==> src/rtl/spi_bus_arbiter.sv <==
// Transaction-level arbiter that shares one spi_master byte engine between N_REQ requesters.
// It owns every chip select and grants whole CS-low windows round-robin, with CS setup and release-gap timing.
module spi_bus_arbiter #(
    parameter int N_REQ    = 2,
    parameter int CS_SETUP = 2,
    parameter int CS_GAP   = 4
) (
    input  logic               clk,
    input  logic               rst_n,
    input  logic [N_REQ-1:0]   req,
    input  logic [N_REQ-1:0]   req_start,
    input  logic [8*N_REQ-1:0] req_data,
    output logic [N_REQ-1:0]   gnt,
    output logic [N_REQ-1:0]   req_done,
    output logic [7:0]         rx_data,
    output logic [N_REQ-1:0]   spi_cs_n,
    output logic               m_start,
    output logic [7:0]         m_data_in,
    input  logic               m_busy,
    input  logic               m_done,
    input  logic [7:0]         m_data_out
);

    localparam int CNT_MAX = (CS_SETUP > CS_GAP) ? CS_SETUP : CS_GAP;
    localparam int CW      = (CNT_MAX > 0) ? $clog2(CNT_MAX + 1) : 1;
    localparam int OW      = $clog2(N_REQ);

    localparam logic [CW-1:0] SETUP_LAST = CW'((CS_SETUP > 0) ? CS_SETUP - 1 : 0);
    localparam logic [CW-1:0] GAP_LAST   = CW'((CS_GAP > 0) ? CS_GAP - 1 : 0);

    typedef enum logic [2:0] {
        ST_IDLE,
        ST_SETUP,
        ST_ACTIVE,
        ST_DRAIN,
        ST_GAP
    } state_t;

    state_t           state_q, state_d;
    logic [OW-1:0]    owner_q, owner_d;
    logic [OW-1:0]    rr_last_q, rr_last_d;
    logic [CW-1:0]    cnt_q, cnt_d;
    logic [N_REQ-1:0] gnt_q, gnt_d;
    logic [N_REQ-1:0] cs_n_q, cs_n_d;
    logic             m_start_q, m_start_d;
    logic [7:0]       m_data_in_q, m_data_in_d;
    logic [7:0]       rx_data_q, rx_data_d;
    logic             in_flight_q, in_flight_d;

    logic [N_REQ-1:0] owner_oh;
    logic             done_live;
    logic             found;
    logic [OW-1:0]    pick;

    assign owner_oh  = N_REQ'(1) << owner_q;
    // A completion only belongs to the current owner while its CS window is still open.
    assign done_live = m_done && (state_q == ST_ACTIVE || state_q == ST_DRAIN);

    always_comb begin
        state_d     = state_q;
        owner_d     = owner_q;
        rr_last_d   = rr_last_q;
        cnt_d       = cnt_q;
        gnt_d       = gnt_q;
        cs_n_d      = cs_n_q;
        m_start_d   = 1'b0;
        m_data_in_d = m_data_in_q;
        rx_data_d   = rx_data_q;
        in_flight_d = in_flight_q;
        found       = 1'b0;
        pick        = '0;

        for (int k = 1; k <= N_REQ; k++) begin
            if (!found && req[(int'(rr_last_q) + k) % N_REQ]) begin
                found = 1'b1;
                pick  = OW'((int'(rr_last_q) + k) % N_REQ);
            end
        end

        if (done_live) begin
            in_flight_d = 1'b0;
            rx_data_d   = m_data_out;
        end

        case (state_q)
            ST_IDLE: begin
                if (found) begin
                    owner_d = pick;
                    cs_n_d  = ~(N_REQ'(1) << pick);
                    cnt_d   = '0;
                    if (CS_SETUP == 0) begin
                        gnt_d   = N_REQ'(1) << pick;
                        state_d = ST_ACTIVE;
                    end else begin
                        state_d = ST_SETUP;
                    end
                end
            end
            ST_SETUP: begin
                if (cnt_q == SETUP_LAST) begin
                    gnt_d   = owner_oh;
                    cnt_d   = '0;
                    state_d = ST_ACTIVE;
                end else begin
                    cnt_d = cnt_q + 1'b1;
                end
            end
            ST_ACTIVE: begin
                // Starts while a byte is outstanding are dropped, never queued.
                if (req_start[owner_q] && !in_flight_q && !m_busy) begin
                    m_start_d   = 1'b1;
                    m_data_in_d = req_data[{owner_q, 3'b000} +: 8];
                    in_flight_d = 1'b1;
                end
                if (!req[owner_q]) begin
                    gnt_d   = '0;
                    state_d = ST_DRAIN;
                end
            end
            ST_DRAIN: begin
                if (!in_flight_q && !m_busy) begin
                    cs_n_d    = '1;
                    rr_last_d = owner_q;
                    cnt_d     = '0;
                    state_d   = (CS_GAP == 0) ? ST_IDLE : ST_GAP;
                end
            end
            ST_GAP: begin
                if (cnt_q == GAP_LAST) begin
                    cnt_d   = '0;
                    state_d = ST_IDLE;
                end else begin
                    cnt_d = cnt_q + 1'b1;
                end
            end
            default: begin
                state_d = ST_IDLE;
                gnt_d   = '0;
                cs_n_d  = '1;
            end
        endcase
    end

    always_ff @(posedge clk) begin
        if (!rst_n) begin
            state_q     <= ST_IDLE;
            owner_q     <= '0;
            rr_last_q   <= OW'(N_REQ - 1);
            cnt_q       <= '0;
            gnt_q       <= '0;
            cs_n_q      <= '1;
            m_start_q   <= 1'b0;
            m_data_in_q <= '0;
            rx_data_q   <= '0;
            in_flight_q <= 1'b0;
        end else begin
            state_q     <= state_d;
            owner_q     <= owner_d;
            rr_last_q   <= rr_last_d;
            cnt_q       <= cnt_d;
            gnt_q       <= gnt_d;
            cs_n_q      <= cs_n_d;
            m_start_q   <= m_start_d;
            m_data_in_q <= m_data_in_d;
            rx_data_q   <= rx_data_d;
            in_flight_q <= in_flight_d;
        end
    end

    // The live byte is forwarded so rx_data is already valid in the req_done cycle.
    assign rx_data   = done_live ? m_data_out : rx_data_q;
    assign req_done  = done_live ? owner_oh : '0;
    assign gnt       = gnt_q;
    assign spi_cs_n  = cs_n_q;
    assign m_start   = m_start_q;
    assign m_data_in = m_data_in_q;

endmodule

==> config.mk <==
export PLATFORM = sky130hd
export DESIGN_NAME = spi_bus_arbiter
export DESIGN_NICKNAME = d
export VERILOG_FILES = /design/src/rtl/spi_bus_arbiter.sv
export SDC_FILE = /design/constraint.sdc
export NUM_CORES = 1
export LEC_CHECK = 0
export ABC_CLOCK_PERIOD_IN_PS = 1600
export BUFFER_PORTS_ARGS = -buffer_cell sky130_fd_sc_hd__buf_2
export CORE_ASPECT_RATIO = 1.2
export CORE_MARGIN = 2
export CORE_UTILIZATION = 49
export DETAILED_ROUTE_END_ITERATION = 7
export PLACE_DENSITY = 0.79
export SLEW_MARGIN = 10
export SYNTH_ARGS = -nofsm -noshare
export SYNTH_HDL_FRONTEND = slang
export SYNTH_SLANG_ARGS = --single-unit
==> constraint.sdc <==
create_clock -name clk -period 1.6 [get_ports clk]
set_input_delay 0.08 -clock clk [delete_from_list [all_inputs] [get_ports clk]]
set_output_delay 0.08 -clock clk [all_outputs]
set_load 0.05 [all_outputs]
==> impl_metrics.tcl, run 1 <==
set metrics [dict create \
    powerDensity_nw_per_um2 804.0 \
    grt_pass1_wl_um 5582 \
    cts_inserted_buffers 5 \
    io_buffers 54 \
    hold_viol_final 0 \
    final_antenna_net_count 0 \
    status "finished, final reports clean" \
    arrival_ns 1.51 \
    vias_per_cell 5.335 \
    peakVddDrop_mv 0.6350 \
    grt_usage_pct 19.80 \
    fin_skew_ns 0.01043 \
    critPathRequiredTime_ns 1.52 \
    netlist_top_cells_count "30 x dfxtp_1, 21 x nand2_1, 10 x mux2_2, 10 x mux2i_1, 9 x and2_1" \
    p_leak_nw 0.9890 \
    root_buffer "clkbuf_4" \
    ios 55 \
    netlist_area_um2 1559 \
    rsz0062_at_grt "yes" \
    synth.top_cell.area_share_pct 38.52 \
    die_w_um 55.49 \
    layout-drive-gt1-share_pct 50.22 \
    yosys-top-cells-area "dfxtp_1 39%, mux2_2 7.2%, mux2i_1 6.4%" \
    muxShareOfSynthArea_pct 21.83 \
    maxCapViolCount 0 \
    synth_compound_area_share_pct 11.72 \
    end_kind "output port" \
    avgSynthCellArea_um2 9.867 \
    start_util_pct 51.02 \
    grt_pass1_vias 1288 \
    synth_area_leader_cell "dfxtp_1" \
    vias 1403 \
    finalSetupViolations 0 \
    synth-seq-cells 30 \
    dp_hpwl_um 2411 \
    yosys.area_share.simple_pct 19.58 \
    worst_pin_slew_ns 0.4291 \
    synth_edf_count 0 \
    total_power_w 0.001685 \
    clock-sinks 30 \
    yosysWarningCount 0 \
    first_pass_iters 4 \
    syn_nets 194 \
    gp_congestion 0.8073 \
    hp-class "input port to flop" \
    synth_top_family_by_area "multiplexers" \
    ys_seq_area_share_pct 38.52 \
    clk_pin_slew_ns 0.10 \
    finalNetCount 262 \
    finalSetupTns_ns 0 \
    cts_tree "done" \
    diodes 0 \
    synth_xor_area_share_pct 0 \
    yosysMostFrequentCell "dfxtp_1" \
    finalInstanceArea_um2 2096 \
    htreeDepth 2 \
    async_reset_ff_share_pct 0 \
    rows 22 \
    first_iter_violations 16 \
    worstSetupPathType "flop to output port" \
    post-route-period-util_pct 99.55 \
    clk_latency_ns 0.34 \
    grt.overflow.total 0 \
    instances_no_fill 263 \
    slew_headroom_pct 71.13 \
    post_drt_wl_per_cell_um 13.63 \
    syn_inst 158 \
    routed_wl_um 3584 \
    post-place-cells 250 \
    placed_area_um2 1907 \
    ys_types 41 \
    area.growth.synth_to_final_pct 34.43 \
    clk_path_buf_depth 2 \
    period_needed_ns 1.593 \
    dieArea_um2 3651 \
    yosys.area_share.adder_pct 3.210 \
    grt_max_degree 19 \
    coreArea_um2 3055 \
    antenna_found_initial 0 \
    critPathLaunchType "flop" \
    finalMaxSlewViolations 0 \
    worstPathMaxFanout 5 \
    synth_ff_type "dfxtp_1" \
    die_h_um 65.79 \
    fmax_mhz 627.9 \
    final_util_pct 68.59 \
    route.detailed.drc 0 \
]
==> logic make-up after synthesis <==
family | Yosys count
adder cells (fa/ha/maj) | 4
multiplexers | 30
flip-flops | 30
buffers and inverters | 17
AO/OA/AOI/OAI | 19
AND/OR/NAND/NOR | 58
==> power by group <==
| part | total, W | internal [W] | switching [W] |
|---|---|---|---|
| sequential | 0.000793 | 0.000774 | 0.0000194 |
| combinational | 0.000409 | 0.000187 | 0.000223 |
| clock | 0.000482 | 0.000211 | 0.000272 |
| total | 0.00168 | 0.00117 | 0.000513 |
==> critical path, stage by stage, from the launching register on <==
cell,delay (ns)
dfxtp_2,0.34
nand3b_1,0.17
buf_6,0.15
mux2_2,0.36
buf_6,0.16
==> layout by cell type (no fill, tap or decap), types with 4 or more instances in the layout <==
master / count
nand3_1: 4
dfxtp_1: 26
buf_2: 44
buf_6: 12
clkbuf_4: 5
and2_1: 9
inv_1: 7
mux2i_1: 10
nand2_1: 21
mux2_2: 17
buf_4: 14
nor2_1: 6
==> area by class of cell <==
class | count | area (µm²)
clock inverters | 2 | 12.51
well taps | 36 | 45.04
clock buffers | 6 | 51.30
flip-flops and latches | 30 | 608.1
fillers | 232 | 959.7
multi-input cells | 111 | 888.4
repair buffers | 70 | 460.4
inverters | 8 | 30.03
==> state kept, by name, indices dropped and copies added (netlist names) <==
name         cells
m_start          1
state_q          3
rx_data_q        8
gnt              2
owner_q          1
rr_last_q        1
spi_cs_n         2
m_data_in        8
cnt_q            3
in_flight_q      1
==> per-layer routing <==
layer | share of wire (%) | track usage [%]
met5 | 0 | 0
met4 | 1.6 | 9.146
met3 | 5.4 | 7.045
met2 | 50 | 33.93
met1 | 43 | 21.94
==> final timing paths <==
check                     from            to  slack (ns)  cells after the start
setup / recovery    state_q[2]    rx_data[6]       0.007                      4
setup reg to reg    state_q[2]     rr_last_q        0.06                      5
hold / removal           rst_n  m_data_in[0]        0.07                      3
hold reg to reg   m_data_in[5]  m_data_in[5]        0.46                      2
==> stage by stage <==
step / hold WS (ns) / worst slack [ns]
finish: 0.06601 / 0.007268
global route: 0.05586 / -0.06706
CTS: 0.04973 / 0.004719
detailed placement: 0.4117 / 0.04296
global placement: 0.4108 / 0.1003
floorplan: 0.2533 / 0.09933
==> timing repair <==
| item | in CTS | in global routing |
|---|---|---|
| cloned | 0 | 1 |
| endpoints found under the setup margin | 8 | 12 |
| pin swaps | 0 | 3 |
| hold buffers | 0 | 0 |
| setup buffers | 1 | 3 |
| gates resized for setup | 12 | 23 |
(Power assumes the default switching activity.)
==> run 2: changes to the inputs <==
==> constraint.sdc (replaced) <==
create_clock -name clk -period 1.6 [get_ports clk]
set_input_delay 0.24 -clock clk [delete_from_list [all_inputs] [get_ports clk]]
set_output_delay 0.24 -clock clk [all_outputs]
set_load 0.05 [all_outputs]
==> impl_metrics.tcl, run 2 (same netlist as run 1, synthesis figures left out) <==
set metrics [dict create \
    dp_hpwl_um 2654 \
    routed_wl_um 3835 \
    crit_path_end "rx_data[2]" \
    die_w_um 55.49 \
    area.growth.synth_to_final_pct 34.11 \
    hp-class "input port to flop" \
    first_pass_iters 4 \
    cts_inserted_buffers 5 \
    fin_hold_ws_ns 0.2508 \
    gp_congestion 0.7827 \
    finalMaxSlewViolations 0 \
    worstPathMaxFanout 10 \
    path_cells "nand3b_1 -> buf_6 -> mux2_2 -> buf_6" \
    diodes 0 \
    io_buffers 54 \
    hold_viol_final 0 \
    grt_max_degree 14 \
    clk_pin_slew_ns 0.10 \
    period_needed_ns 1.705 \
    final_antenna_net_count 0 \
    post-place-cells 250 \
    clk_path_buf_depth 2 \
    critPathRequiredTime_ns 1.36 \
    root_buffer "clkbuf_4" \
    worstSetupStartpoint "state_q[2]" \
    final_common_cell "buf_2" \
    fmax_mhz 586.7 \
    rows 22 \
    status "complete, but fails checks" \
    post_drt_wl_per_cell_um 14.75 \
    powerDensity_nw_per_um2 813.9 \
    critPathLaunchType "flop" \
    end_kind "output port" \
    dieArea_um2 3651 \
    htreeDepth 2 \
    vias_per_cell 5.350 \
    first_iter_violations 20 \
    cp_slowest_cell "mux2_2" \
    grt_usage_pct 23.03 \
    fin_skew_ns 0.008709 \
    antenna_found_initial 0 \
    grt.overflow.total 0 \
    r2r-start "cnt_q[0]" \
    arrival_ns 1.46 \
    ios 55 \
    peakVddDrop_mv 0.6645 \
    cts_tree "done" \
    final_cell_mix "44 x buf_2, 27 x dfxtp_1, 21 x nand2_1" \
    vias 1391 \
    instances_no_fill 260 \
    worst_pin_slew_ns 0.4290 \
    slew_headroom_pct 71.18 \
    violations "negative setup slack" \
    grt_pass1_wl_um 6382 \
    worstSetupPathType "flop to output port" \
    total_power_w 0.001702 \
    layout-drive-gt1-share_pct 48.66 \
    p_leak_nw 0.9723 \
    grt_pass1_vias 1406 \
    fin_ws_ns -0.1045 \
    post-route-period-util_pct 106.5 \
    critPathMostFrequentCell "buf_6" \
    r2r_setup_slack_ns 0.07 \
    finalSetupViolations 8 \
    clock-sinks 30 \
    start_util_pct 51.02 \
    coreArea_um2 3055 \
    route.detailed.drc 0 \
    clk_latency_ns 0.34 \
    die_h_um 65.79 \
    min-delay-start "rst_n" \
    maxCapViolCount 0 \
    r2r-end "cnt_q[0]" \
    finalNetCount 259 \
    rr_worst_depth 5 \
    max_stage_delay_ns 0.37 \
    rsz0062_at_grt "yes" \
]
==> run 2: area by class of cell <==
class	count	area, µm²
flip-flops and latches	30	606.8
well taps	36	45.04
clock buffers	6	51.30
repair buffers	67	437.9
fillers	232	964.7
clock inverters	2	12.51
inverters	8	30.03
multi-input cells	111	907.1
==> run 2: what timing repair did <==
item                                    in CTS  in global routing
setup buffers                                2                  0
endpoints found under the setup margin      10                 15
pin swaps                                    0                  1
resized for setup                           29                  4
hold buffers                                 0                  0
==> run 2: worst min-delay path by stage <==
stage / to / cells after the start
2_1_floorplan: spi_cs_n[0] / 2
3_5_place_dp: gnt[0] / 2
4_1_cts: m_data_in[7] / 3
3_3_place_gp: m_data_in[6] / 2
5_1_grt: rx_data_q[5] / 3
6_report: m_data_in[7] / 3
==> run 2: power by group <==
group | total (W) | switching, W | internal, W | leakage [nW]
registers | 0.000799 | 0.0000244 | 0.000775 | 0.244
clock network | 0.000493 | 0.000282 | 0.000211 | 0.0343
logic | 0.000410 | 0.000227 | 0.000182 | 0.694
==> run 2: metrics by stage <==
stage               setup WS [ns]  utilization (%)  cell area (µm²)   TNS, ns
floorplan                -0.01303                -             1559  -0.02606
global placement          0.09846            62.41             1907         0
detailed placement       0.006216            62.41             1907         0
CTS                      -0.09526            68.10             2081   -0.7495
global route              -0.1683            68.43             2091    -1.373
finish                    -0.1045            68.43             2091   -0.7579
==> run 2: metal layers <==
| layer | wire length, µm | GRT usage [%] | vias up |
|---|---|---|---|
| met4 | 65 | 10.67 | 0 |
| met3 | 218 | 6.067 | 7 |
| li1 | - | - | 679 |
| met1 | 1488 | 24.30 | 663 |
| met5 | 0 | 0 | - |
| met2 | 2062 | 42.56 | 42 |
==> run 2: critical path: cells and delay by family, from the launching register on <==
kind / cells / cell delay (ns)
multiplexers: 1 / 0.37
AND/OR/NAND/NOR: 1 / 0.11
flip-flops: 1 / 0.33
buffers and inverters: 2 / 0.31
==> run 3: changes to the inputs <==
- BUFFER_PORTS_ARGS: -buffer_cell sky130_fd_sc_hd__buf_2 -> unset
- CORE_UTILIZATION: 49 -> 61
- DONT_BUFFER_PORTS: unset -> 1
- PLACE_DENSITY: 0.79 -> 0.77
==> impl_metrics.tcl, run 3 (same netlist as run 1, synthesis figures left out) <==
set metrics [dict create \
    status "complete, but fails checks" \
    violations "negative setup slack" \
    instances_no_fill 208 \
    clk_path_buf_depth 2 \
    start_util_pct 62.93 \
    dp_slack_ns 0.002458 \
    die_h_um 59.38 \
    io_buffers 0 \
    post-route-period-util_pct 104.8 \
    pwr-share-comb_pct 22.0 \
    post_drt_wl_per_cell_um 16.04 \
    finalNetCount 211 \
    final_antenna_net_count 0 \
    worstSetupPathType "flop to output port" \
    worstPathMaxFanout 9 \
    hp-class "input port to flop" \
    p_int_w 0.001110 \
    finalMaxSlewViolations 0 \
    final_cell_mix "25 x dfxtp_1, 21 x nand2_1, 16 x mux2_2" \
    cts_inserted_buffers 5 \
    hold_depth 1 \
    antenna_found_initial 0 \
    holdPathEnd "spi_cs_n[1]" \
    maxCapViolCount 0 \
    grt.overflow.total 0 \
    arrival_ns 1.44 \
    critPathLaunchType "flop" \
    powerDensity_nw_per_um2 821.9 \
    grt_pass1_wl_um 5506 \
    fin_ws_ns -0.07606 \
    clock-sinks 30 \
    coreArea_um2 2477 \
    vias 1199 \
    rows 20 \
    rsz0062_at_grt "yes" \
    critPathRequiredTime_ns 1.36 \
    hold_viol_final 0 \
    power_switching_w 0.0004663 \
    grt_pass1_vias 1245 \
    area.growth.synth_to_final_pct 23.03 \
    fmax_mhz 596.6 \
    min-delay-start "rst_n" \
    root_buffer "clkbuf_4" \
    gp_congestion 0.8528 \
    dp_hpwl_um 2436 \
    period_needed_ns 1.676 \
    dieArea_um2 2978 \
    grt_max_degree 35 \
    layout-drive-gt1-share_pct 36.57 \
    die_w_um 50.15 \
    worst_pin_slew_ns 0.5242 \
    post-place-cells 200 \
    final_util_pct 77.42 \
    r2r_setup_slack_ns 0.07 \
    clk_pin_slew_ns 0.09 \
    end_kind "output port" \
    routed_wl_um 3336 \
    p_sw_share_pct 29.58 \
    finalSetupViolations 8 \
    ios 55 \
    first_iter_violations 13 \
    final_common_cell "dfxtp_1" \
    vias_per_cell 5.764 \
    route.detailed.drc 0 \
    holdBufCountCts 0 \
    power_frac_clock_pct 25.7 \
    diodes 0 \
    peakVddDrop_mv 1.006 \
    slew_headroom_pct 65.01 \
    seq_power_share_pct 52.3 \
    r2r-start "cnt_q[1]" \
    fin_skew_ns 0.005393 \
    r2r-end "gnt[1]" \
    rr_worst_depth 5 \
    first_pass_iters 4 \
    p_leak_nw 0.7749 \
    clk_latency_ns 0.31 \
    htreeDepth 2 \
    grt_usage_pct 24.64 \
    finalSetupTns_ns -0.5808 \
    cts_tree "done" \
]
==> run 3: changes by cell type in the layout (fill, tap and decap cells not counted), moves of 2 or more <==
cell and delta:
buf_4 -4, ha_1 -2, dfxtp_2 +2, buf_2 -44, buf_6 -9, dfxtp_1 -2
clkbuf_1 +2, buf_12 +8
==> run 3: repair_timing <==
action	CTS	global route
resized for setup	10	14
endpoints found under the setup margin	11	17
buffers inserted	1	0
pin swaps	0	3
==> run 3: worst max-delay path, cell delays in order (launching register included) <==
cell and delay (ns):
dfxtp_2 0.33, nand3b_1 0.11, buf_6 0.15, mux2_2 0.38
buf_12 0.16
==> run 3: routing by layer <==
| metal | GRT usage (%) | vias up | wire, µm |
|---|---|---|---|
| li1 | - | 583 | - |
| met1 | 27.52 | 579 | 1303 |
| met2 | 43.23 | 29 | 1813 |
| met3 | 8.333 | 8 | 173 |
| met4 | 9.127 | 0 | 45 |
| met5 | 0 | - | 0 |
==> run 3: cell type report <==
| class | instances | area, µm² |
|---|---|---|
| Clock buffer | 7 | 45.04 |
| Fill cell | 165 | 559.3 |
| Inverter | 8 | 30.03 |
| Multi-Input combinational cell | 111 | 930.9 |
| Sequential cell | 30 | 609.3 |
| Tap cell | 33 | 41.29 |
| Timing Repair Buffer | 19 | 261.5 |
==> run 3: how the worst max path moves through the flow <==
stage / startpoint / slack [ns] / to / cells past startpoint
floorplan: state_q[1] / -0.01 / req_done[0] / 4
global placement: state_q[0] / 0.1 / cnt_q[0] / 3
detailed placement: cnt_q[0] / 0.002 / cnt_q[0] / 5
CTS: state_q[2] / -0.08 / rx_data[6] / 4
global route: state_q[2] / -0.15 / rx_data[5] / 4
finish: state_q[2] / -0.08 / rx_data[6] / 4
==> run 3: per-stage QoR <==
step                hold slack, ns  area (µm²)  total power [W]
floorplan                   0.4133        1559         0.001078
global placement            0.3619        1785         0.001147
detailed placement          0.3627        1785         0.001159
CTS                        0.02890        1872         0.001569
global route              0.004317        1918         0.001657
finish                     0.02766        1918         0.001576
==> run 3: power groups by stage <==
stage / Combinational, W / Sequential, W / Clock, W
global placement: 0.000312 / 0.000835 / 0
finish: 0.000347 / 0.000825 / 0.000405
global route: 0.000374 / 0.000828 / 0.000455
detailed placement: 0.000322 / 0.000836 / 0
CTS: 0.000333 / 0.000821 / 0.000415
floorplan: 0.000240 / 0.000838 / 0
